[config.mk]
export PLATFORM = sky130hd
export DESIGN_NAME = click_count_ctrl
export DESIGN_NICKNAME = d
export VERILOG_FILES = /design/src/rtl/click_count_ctrl.sv
export SDC_FILE = /design/constraint.sdc
export NUM_CORES = 1
export LEC_CHECK = 0
export BUFFER_PORTS_ARGS = -buffer_cell sky130_fd_sc_hd__clkbuf_2
export CAP_MARGIN = 20
export CORE_MARGIN = 2
export CORE_UTILIZATION = 65
export DETAILED_ROUTE_END_ITERATION = 7
export GPL_ROUTABILITY_DRIVEN = 0
export PLACE_DENSITY = 0.85
export SKIP_CTS_REPAIR_TIMING = 1
export SYNTH_ARGS = -nofsm -noshare
export SYNTH_HDL_FRONTEND = slang
export SYNTH_SLANG_ARGS = --single-unit
[constraint.sdc]
create_clock -name clk -period 4.2 [get_ports clk]
set_clock_uncertainty 0.1 [all_clocks]
set_input_delay 0.21 -clock clk [delete_from_list [all_inputs] [get_ports clk]]
set_output_delay 0.21 -clock clk [all_outputs]
set_load 0.03 [all_outputs]
[src/rtl/click_count_ctrl.sv]
// -----------------------------------------------------------------------------
// click_count_ctrl
//   Counts push-button clicks. Each raw active-low key is synchronized and
//   debounced. A debounced press (1->0) raises that key's pending request. A
//   two-state arbiter serves one request at a time through a shared 4-bit
//   ripple-carry adder. The result is committed into the count register, and
//   sticky wrap flags are kept alongside the count.
//
// Ports
//   clk        in   system clock, rising edge
//   resetn     in   asynchronous active-low reset
//   inc_key_n  in   raw increment key, active-low, asynchronous to clk
//   dec_key_n  in   raw decrement key, active-low, asynchronous to clk
//   clr        in   synchronous clear, active-high
//   count      out  current click count (modulo 16)
//   overflow   out  sticky: an increment wrapped 15->0
//   underflow  out  sticky: a decrement wrapped 0->15
//   busy       out  high while the arbiter is in OP (mirrors the FSM state)
//   update     out  one-cycle pulse in the cycle after an operation commits
//
// Handshake: a pending flag is a request held until it is served. The arbiter
// accepts it in IDLE and retires it at the end of OP. No new request is
// accepted until the arbiter is back in IDLE.
// -----------------------------------------------------------------------------

// Plain 4-bit ripple-carry adder built from full-adder cells.
module fourbitadder (
    input  logic [3:0] a_i,
    input  logic [3:0] b_i,
    input  logic       cin_i,
    output logic [3:0] sum_o,
    output logic       cout_o
);
    logic [4:0] carry;

    assign carry[0] = cin_i;

    for (genvar i = 0; i < 4; i++) begin : g_fa
        assign sum_o[i]   = a_i[i] ^ b_i[i] ^ carry[i];
        assign carry[i+1] = (a_i[i] & b_i[i]) | (carry[i] & (a_i[i] ^ b_i[i]));
    end

    assign cout_o = carry[4];
endmodule

module click_count_ctrl #(
    parameter int unsigned DEBOUNCE_CYCLES = 500000
) (
    input  logic       clk,
    input  logic       resetn,
    input  logic       inc_key_n,
    input  logic       dec_key_n,
    input  logic       clr,
    output logic [3:0] count,
    output logic       overflow,
    output logic       underflow,
    output logic       busy,
    output logic       update
);
    localparam logic [19:0] DB_LAST = 20'(DEBOUNCE_CYCLES - 1);

    typedef enum logic {
        S_IDLE = 1'b0,
        S_OP   = 1'b1
    } state_t;

    // Index 0 = increment key, index 1 = decrement key.
    logic [1:0]  sync1_q, sync2_q;
    logic [1:0]  level_q, level_d;
    logic [19:0] cnt_q [2];
    logic [19:0] cnt_d [2];
    logic [1:0]  press;

    logic [1:0]  pend_q, pend_d;
    state_t      state_q, state_d;
    logic        op_inc_q, op_inc_d;
    logic        commit;

    logic [3:0]  count_q, count_d;
    logic        ovf_q, ovf_d;
    logic        udf_q, udf_d;
    logic        update_q, update_d;

    logic [3:0]  add_b;
    logic [3:0]  add_sum;
    logic        add_cout;

    // ---------------- debouncers ----------------
    always_comb begin
        level_d = level_q;
        press   = 2'b00;
        for (int k = 0; k < 2; k++) begin
            cnt_d[k] = 20'd0;
            if (sync2_q[k] != level_q[k]) begin
                if (cnt_q[k] == DB_LAST) begin
                    level_d[k] = ~level_q[k];
                    // Only a debounced fall (released -> pressed) is a click.
                    press[k]   = level_q[k];
                end else begin
                    cnt_d[k] = cnt_q[k] + 20'd1;
                end
            end
        end
    end

    // ---------------- arbiter FSM ----------------
    always_comb begin
        state_d  = state_q;
        op_inc_d = op_inc_q;
        commit   = 1'b0;
        case (state_q)
            S_IDLE: begin
                if (|pend_q) begin
                    state_d  = S_OP;
                    op_inc_d = pend_q[0];   // increment wins ties
                end
            end
            S_OP: begin
                commit  = 1'b1;
                state_d = S_IDLE;
            end
            default: state_d = S_IDLE;
        endcase
        if (clr) begin
            state_d = S_IDLE;
            commit  = 1'b0;
        end
    end

    // ---------------- shared adder ----------------
    // Decrement is count + 4'b1111; a missing carry-out means 0 wrapped to 15.
    assign add_b = op_inc_q ? 4'b0001 : 4'b1111;

    fourbitadder u_adder (
        .a_i    (count_q),
        .b_i    (add_b),
        .cin_i  (1'b0),
        .sum_o  (add_sum),
        .cout_o (add_cout)
    );

    // ---------------- datapath next state ----------------
    always_comb begin
        count_d  = count_q;
        ovf_d    = ovf_q;
        udf_d    = udf_q;
        pend_d   = pend_q;
        update_d = commit;
        if (commit) begin
            count_d = add_sum;
            if (op_inc_q) begin
                pend_d[0] = 1'b0;
                if (add_cout) ovf_d = 1'b1;
            end else begin
                pend_d[1] = 1'b0;
                if (!add_cout) udf_d = 1'b1;
            end
        end
        // A new press may land on the edge its key is served; it stays pending.
        pend_d = pend_d | press;
        if (clr) begin
            count_d = 4'd0;
            ovf_d   = 1'b0;
            udf_d   = 1'b0;
            pend_d  = 2'b00;
        end
    end

    // ---------------- registers ----------------
    always_ff @(posedge clk or negedge resetn) begin
        if (!resetn) begin
            sync1_q  <= 2'b11;
            sync2_q  <= 2'b11;
            level_q  <= 2'b11;
            cnt_q[0] <= 20'd0;
            cnt_q[1] <= 20'd0;
            pend_q   <= 2'b00;
            state_q  <= S_IDLE;
            op_inc_q <= 1'b0;
            count_q  <= 4'd0;
            ovf_q    <= 1'b0;
            udf_q    <= 1'b0;
            update_q <= 1'b0;
        end else begin
            sync1_q  <= {dec_key_n, inc_key_n};
            sync2_q  <= sync1_q;
            level_q  <= level_d;
            cnt_q[0] <= cnt_d[0];
            cnt_q[1] <= cnt_d[1];
            pend_q   <= pend_d;
            state_q  <= state_d;
            op_inc_q <= op_inc_d;
            count_q  <= count_d;
            ovf_q    <= ovf_d;
            udf_q    <= udf_d;
            update_q <= update_d;
        end
    end

    assign count     = count_q;
    assign overflow  = ovf_q;
    assign underflow = udf_q;
    assign busy      = (state_q == S_OP);
    assign update    = update_q;
endmodule

==> impl_metrics.json, run 1 <==
{
  "initial_antenna_violation_count": 0,
  "area.growth.synth_to_final_pct": 12.78,
  "postLayoutSetupSlackWorst_ns": 2.022,
  "hold_path.class": "primary input to flip-flop",
  "crit_chain": "nor4b_1 > nand3b_1 > o21ai_2 > nor2_1",
  "setup_viol": 0,
  "layout_fillers": 261,
  "root_buffer": "sky130_fd_sc_hd__clkbuf_8",
  "pre_cts_ws_ns": 2.102,
  "timing.rr.start": "cnt_q[26]",
  "io_pins": 13,
  "rsz0062_at_grt": "false",
  "yosysWarnings": 0,
  "overflow": 0,
  "fmax_mhz": 459.1,
  "post_synthesis_cell_count": 273,
  "status": "finished, final reports clean",
  "cp.required_ns": 4.29,
  "timing_max_transition_violations_final": 0,
  "cpLargestDelayFamily": "simple AND/OR/NAND/NOR gates",
  "fin_setup_tns_ns": 0,
  "cts_tree": "built",
  "final_hold_viol_count": 0,
  "clkLatencyLatePin_ns": 0.34,
  "clk_transition_reported_paths_ns": 0.07,
  "worst-slew-pin-transition_ns": 0.7730,
  "syn-num-nets": 283,
  "floorplan.core_area_mm2": 0.004058,
  "timing.critical_path.fanout_max": 19,
  "critPathSlowestCell": "sky130_fd_sc_hd__o21ai_2",
  "fp.dieArea_mm2": 0.004816,
  "post_synth.cell_area_avg_um2": 10.18,
  "async_set_reset_flop_share_out_of_synthesis_pct": 100.0,
  "synth_edf_count": 0,
  "via_count_of_the_first_global_routing_pass": 1942,
  "cp.buffers_inverters": 0,
  "hp-start": "clr",
  "placedInstanceArea_mm2": 0.002863,
  "dieWidth_um": 69.40,
  "setup_crit_start": "cnt_q[26]",
  "post-synth-top-area-fraction_pct": 45.90,
  "dr_total_vias": 2023,
  "total_power_mw": 1.215,
  "clk_sinks": 57,
  "drc": 0,
  "die_height_um": 69.40,
  "tot_gr_track_use_pct": 23.02,
  "relSlewSlack_pct": 48.46,
  "maximum_number_of_pins_on_one_net_before_global_route_repair": 58,
  "drt_iter0_drc": 155,
  "synth_area_mm2": 0.002780,
  "placementRows": 23,
  "synth.lib_cells_used.distinct": 42,
  "cts_h_tree_depth": 3,
  "cts_max_path_buffers": 2,
  "hpwl_um": 3217,
  "power.ir.vdd_worst_uv": 305.8,
  "first_pass_iters": 6,
  "crit_path_end_kind": "flip-flop",
  "grt_first_pass_wirelength_um": 8769,
  "nNetsFinal": 300,
  "detail_route.vias_per_cell": 5.864,
  "ant_nets": 0,
  "n_antenna_cell": 0,
  "cap_violations": 0,
  "crit_arrival_ns": 2.26,
  "postSynthRegisterBits": 57,
  "postSynth.topFlopCell": "sky130_fd_sc_hd__dfrtp_1",
  "port_buffers": 12,
  "setup.worst_path.start_class": "flip-flop",
  "setup.worst_path.class": "flip-flop to flip-flop",
  "postLayoutCoreUtil_pct": 77.27,
  "longest_individual_stage_delay_on_the_worst_path_ns": 0.66,
  "postRouteWirelength_um": 4943,
  "most_area_hungry_cell_type_in_the_yosys_netlist": "sky130_fd_sc_hd__dfrtp_1",
  "ys_seq_area_share_pct": 51.58,
  "drt-wirelength-per-cell_um": 14.33,
  "layout_min_cycle_time_ns": 2.178,
  "initial_utilization_pct": 68.52,
  "cts_made_buffers": 9,
  "p_per_area_mw_per_mm2": 387.4,
  "yosys-top-cells-area": "sky130_fd_sc_hd__dfrtp_1, sky130_fd_sc_hd__xnor2_1, sky130_fd_sc_hd__nor2_1",
  "final_design_area_no_fill_mm2": 0.003136,
  "power_leakage_nw": 1.286,
  "final_layout_size_suffix_gt1_share_pct": 16.27,
  "layout_worst_path_cycle_share_pct": 51.86
}
[area by class of cell]
cell class                 count  area (µm²)  area share, %
sequential                    57        1434          45.73
multi-input combinational    193        1250          39.86
clock buffer                   9       123.9          3.951
clock inverter                 7       118.9          3.791
timing repair buffer          16       97.59          3.113
tap                           50       62.56          1.995
inverter                      13       48.80          1.556
[synth_stat cells, drive strengths merged, types with 3 or more instances]
cell type / instances
dfrtp: 51
nand4: 16
a211oi: 3
or4: 3
dfstp: 6
o21ai: 8
nor4: 8
nand2: 16
and4: 5
nor3: 9
clkbuf: 5
nor2: 44
fa: 3
or3: 4
a21oi: 5
xnor2: 20
nand3: 13
buf: 5
inv: 13
mux2: 3
xor2: 13
[report_power, final]
part	total [mW]	switching, mW	internal [mW]
logic	0.0333	0.0237	0.00967
registers	0.565	0.00766	0.557
clock network	0.616	0.223	0.393
[registers in the layout, summed over array words and instances (netlist names)]
| name | cells |
|---|---|
| overflow | 1 |
| busy | 1 |
| count | 4 |
| cnt_q | 40 |
| sync2_q | 2 |
| op_inc_q | 1 |
| sync1_q | 2 |
| update | 1 |
| level_q | 2 |
| pend_q | 2 |
| underflow | 1 |
[worst paths after layout]
kind                              end  slack, ns  cells past startpoint
min in group asynchronous    count[3]       0.45                      3
max reg2reg                 cnt_q[36]       2.02                      4
max in group asynchronous   cnt_q[17]       3.09                      3
min                              busy        0.1                      2
max                         cnt_q[36]       2.02                      4
min reg2reg                sync2_q[0]       0.25                      0
[stage by stage]
| stage | cells | hold WS, ns |
|---|---|---|
| 2_1_floorplan | 273 | -0.1856 |
| 3_3_place_gp | 326 | 0.1976 |
| 3_5_place_dp | 326 | 0.2020 |
| 4_1_cts | 342 | -0.1462 |
| 5_1_grt | 345 | 0.09795 |
| 6_report | 345 | 0.09865 |
[cell usage in the layout, fill, tap and decap left out, drive strengths merged, types with 4 or more instances in the layout]
cell	n
dfrtp	51
nand4	16
xnor2	20
nor4	8
clkbuf	21
inv	13
and4	5
or3	4
o21ai	8
nand2	16
dfstp	6
nand3	13
xor2	13
nor2	44
nor3	9
a21oi	5
[metal layers]
| layer | share of wire (%) | vias up | track usage [%] |
|---|---|---|---|
| met3 | 4.1 | 8 | 7.849 |
| met4 | 1.6 | 0 | 7.190 |
| met2 | 48 | 40 | 35.68 |
| met5 | 0 | - | 0 |
| li1 | - | 984 | - |
| met1 | 46 | 991 | 30.76 |
[kinds of logic after synthesis]
group	synth area share [%]
simple gates	25.07
flops	51.57
xor+xnor	10.40
buf+inv	3.465
compound gates	4.861
fa+ha+maj	3.060
mux	1.575
(Power assumes the default switching activity.)
==> run 2: changes to the inputs <==
--- a/config.mk
+++ b/config.mk
@@ -8,10 +8,10 @@
 export BUFFER_PORTS_ARGS = -buffer_cell sky130_fd_sc_hd__clkbuf_2
 export CAP_MARGIN = 20
 export CORE_MARGIN = 2
-export CORE_UTILIZATION = 65
+export CORE_UTILIZATION = 55
 export DETAILED_ROUTE_END_ITERATION = 7
 export GPL_ROUTABILITY_DRIVEN = 0
-export PLACE_DENSITY = 0.85
+export PLACE_DENSITY = 0.76
 export SKIP_CTS_REPAIR_TIMING = 1
 export SYNTH_ARGS = -nofsm -noshare
 export SYNTH_HDL_FRONTEND = slang
==> constraint.sdc (replaced) <==
create_clock -name clk -period 2 [get_ports clk]
set_clock_uncertainty 0.1 [all_clocks]
set_input_delay 0.1 -clock clk [delete_from_list [all_inputs] [get_ports clk]]
set_output_delay 0.1 -clock clk [all_outputs]
set_load 0.03 [all_outputs]
==> impl_metrics.json, run 2 (synthesis results as in run 1) <==
{
  "p_per_area_mw_per_mm2": 727.2,
  "tot_gr_track_use_pct": 21.29,
  "setup_viol": 0,
  "largest_register_ff_count": 40,
  "layout_min_cycle_time_ns": 1.982,
  "postRouteWirelength_um": 5234,
  "detail_route.vias_per_cell": 5.535,
  "die_height_um": 75.10,
  "first_pass_iters": 4,
  "crit_arrival_ns": 2.09,
  "cp.required_ns": 2.11,
  "setup.worst_path.class": "flip-flop to flip-flop",
  "timing_max_transition_violations_final": 0,
  "setup.worst_path.start_class": "flip-flop",
  "cap_violations": 0,
  "floorplan.core_area_mm2": 0.004786,
  "worst_hold_slack_ns": 0.2007,
  "worst-slew-pin-transition_ns": 0.6026,
  "drt-wirelength-per-cell_um": 13.92,
  "final_cell_mix": "sky130_fd_sc_hd__dfrtp_1, sky130_fd_sc_hd__nor2_1, sky130_fd_sc_hd__xnor2_1, sky130_fd_sc_hd__nand2_1",
  "postLayoutCoreUtil_pct": 68.16,
  "clk_transition_reported_paths_ns": 0.06,
  "layout_worst_path_cycle_share_pct": 99.12,
  "crit_path_end_kind": "flip-flop",
  "area.growth.synth_to_final_pct": 17.33,
  "relSlewSlack_pct": 59.83,
  "nNetsFinal": 314,
  "pre_cts_ws_ns": 0.02474,
  "most_common_library_cell_in_the_layout_ignoring_fill_and_taps": "sky130_fd_sc_hd__dfrtp_1",
  "cts_tree": "built",
  "power.ir.vdd_worst_uv": 686.4,
  "cts_max_path_buffers": 2,
  "final_layout_size_suffix_gt1_share_pct": 22.01,
  "hold_path.class": "primary input to async pin",
  "status": "finished, final reports clean",
  "root_buffer": "sky130_fd_sc_hd__clkbuf_8",
  "final_design_area_no_fill_mm2": 0.003262,
  "r2r_cells": 5,
  "placementRows": 25,
  "layoutNonFillerInstCount": 376,
  "r2r_slack_ns": 0.02,
  "clkLatencyLatePin_ns": 0.34,
  "via_count_of_the_first_global_routing_pass": 1928,
  "timing.rr.start": "count[0]",
  "clk_sinks": 57,
  "grt_first_pass_wirelength_um": 8749,
  "placedInstanceArea_mm2": 0.002994,
  "cts_h_tree_depth": 3,
  "fp.dieArea_mm2": 0.005639,
  "overflow": 0,
  "dieWidth_um": 75.10,
  "port_buffers": 12,
  "regMostFlops": "cnt_q",
  "final_hold_viol_count": 0,
  "hpwl_um": 3587,
  "dr_total_vias": 2081,
  "maximum_number_of_pins_on_one_net_before_global_route_repair": 36,
  "initial_utilization_pct": 58.09,
  "postLayoutSetupSlackWorst_ns": 0.01752,
  "r2r-end": "count[3]",
  "initial_antenna_violation_count": 0,
  "io_pins": 13,
  "power_leakage_nw": 1.345,
  "drt_iter0_drc": 77,
  "ant_nets": 0,
  "cts_made_buffers": 9,
  "n_antenna_cell": 0,
  "timing.critical_path.fanout_max": 3,
  "drc": 0,
  "placedCellCount": 355,
  "fmax_mhz": 504.4,
  "rsz0062_at_grt": "true"
}
[run 2: worst max path at each step]
stage | from | to | cells past startpoint | slack [ns]
3_3_place_gp | count[0] | count[3] | 5 | 0.06
4_1_cts | count[0] | count[3] | 5 | 0.009
6_report | count[0] | count[3] | 5 | 0.02
5_1_grt | count[0] | count[3] | 5 | -0.03
2_1_floorplan | count[0] | count[3] | 5 | -0.03
3_5_place_dp | count[0] | count[3] | 5 | 0.02
[run 2: worst max-delay path, stage by stage, from the launching register on]
cell and delay (ns):
sky130_fd_sc_hd__dfrtp_2 0.38, sky130_fd_sc_hd__inv_2 0.04, sky130_fd_sc_hd__fa_2 0.39, sky130_fd_sc_hd__fa_2 0.35, sky130_fd_sc_hd__fa_2 0.53, sky130_fd_sc_hd__a211oi_2 0.05
[run 2: stage by stage]
step,power (mW),setup TNS (ns)
CTS,2.396,0
detailed placement,1.285,0
global placement,1.282,0
global route,2.472,-0.04268
finish,2.372,0
floorplan,1.239,-0.03315
[run 2: metal layers]
layer	global-route usage (%)	up-vias	routed length (µm)
met5	0	-	0
met4	5.952	0	64
li1	-	1011	-
met3	9.639	7	257
met2	34.21	46	2638
met1	26.09	1017	2274
[run 2: layout make-up]
type | instances | area (µm²)
Clock buffer | 14 | 172.7
Clock inverter | 2 | 35.03
Fill cell | 366 | 1524
Inverter | 13 | 48.80
Multi-Input combinational cell | 193 | 1267
Sequential cell | 57 | 1436
Tap cell | 67 | 83.83
Timing Repair Buffer | 30 | 217.7
[run 2: power by group]
group          internal, mW  total (mW)  switching (mW)
Combinational        0.0316      0.0854          0.0538
Clock                 0.676        1.10           0.425
Sequential             1.17        1.19          0.0148
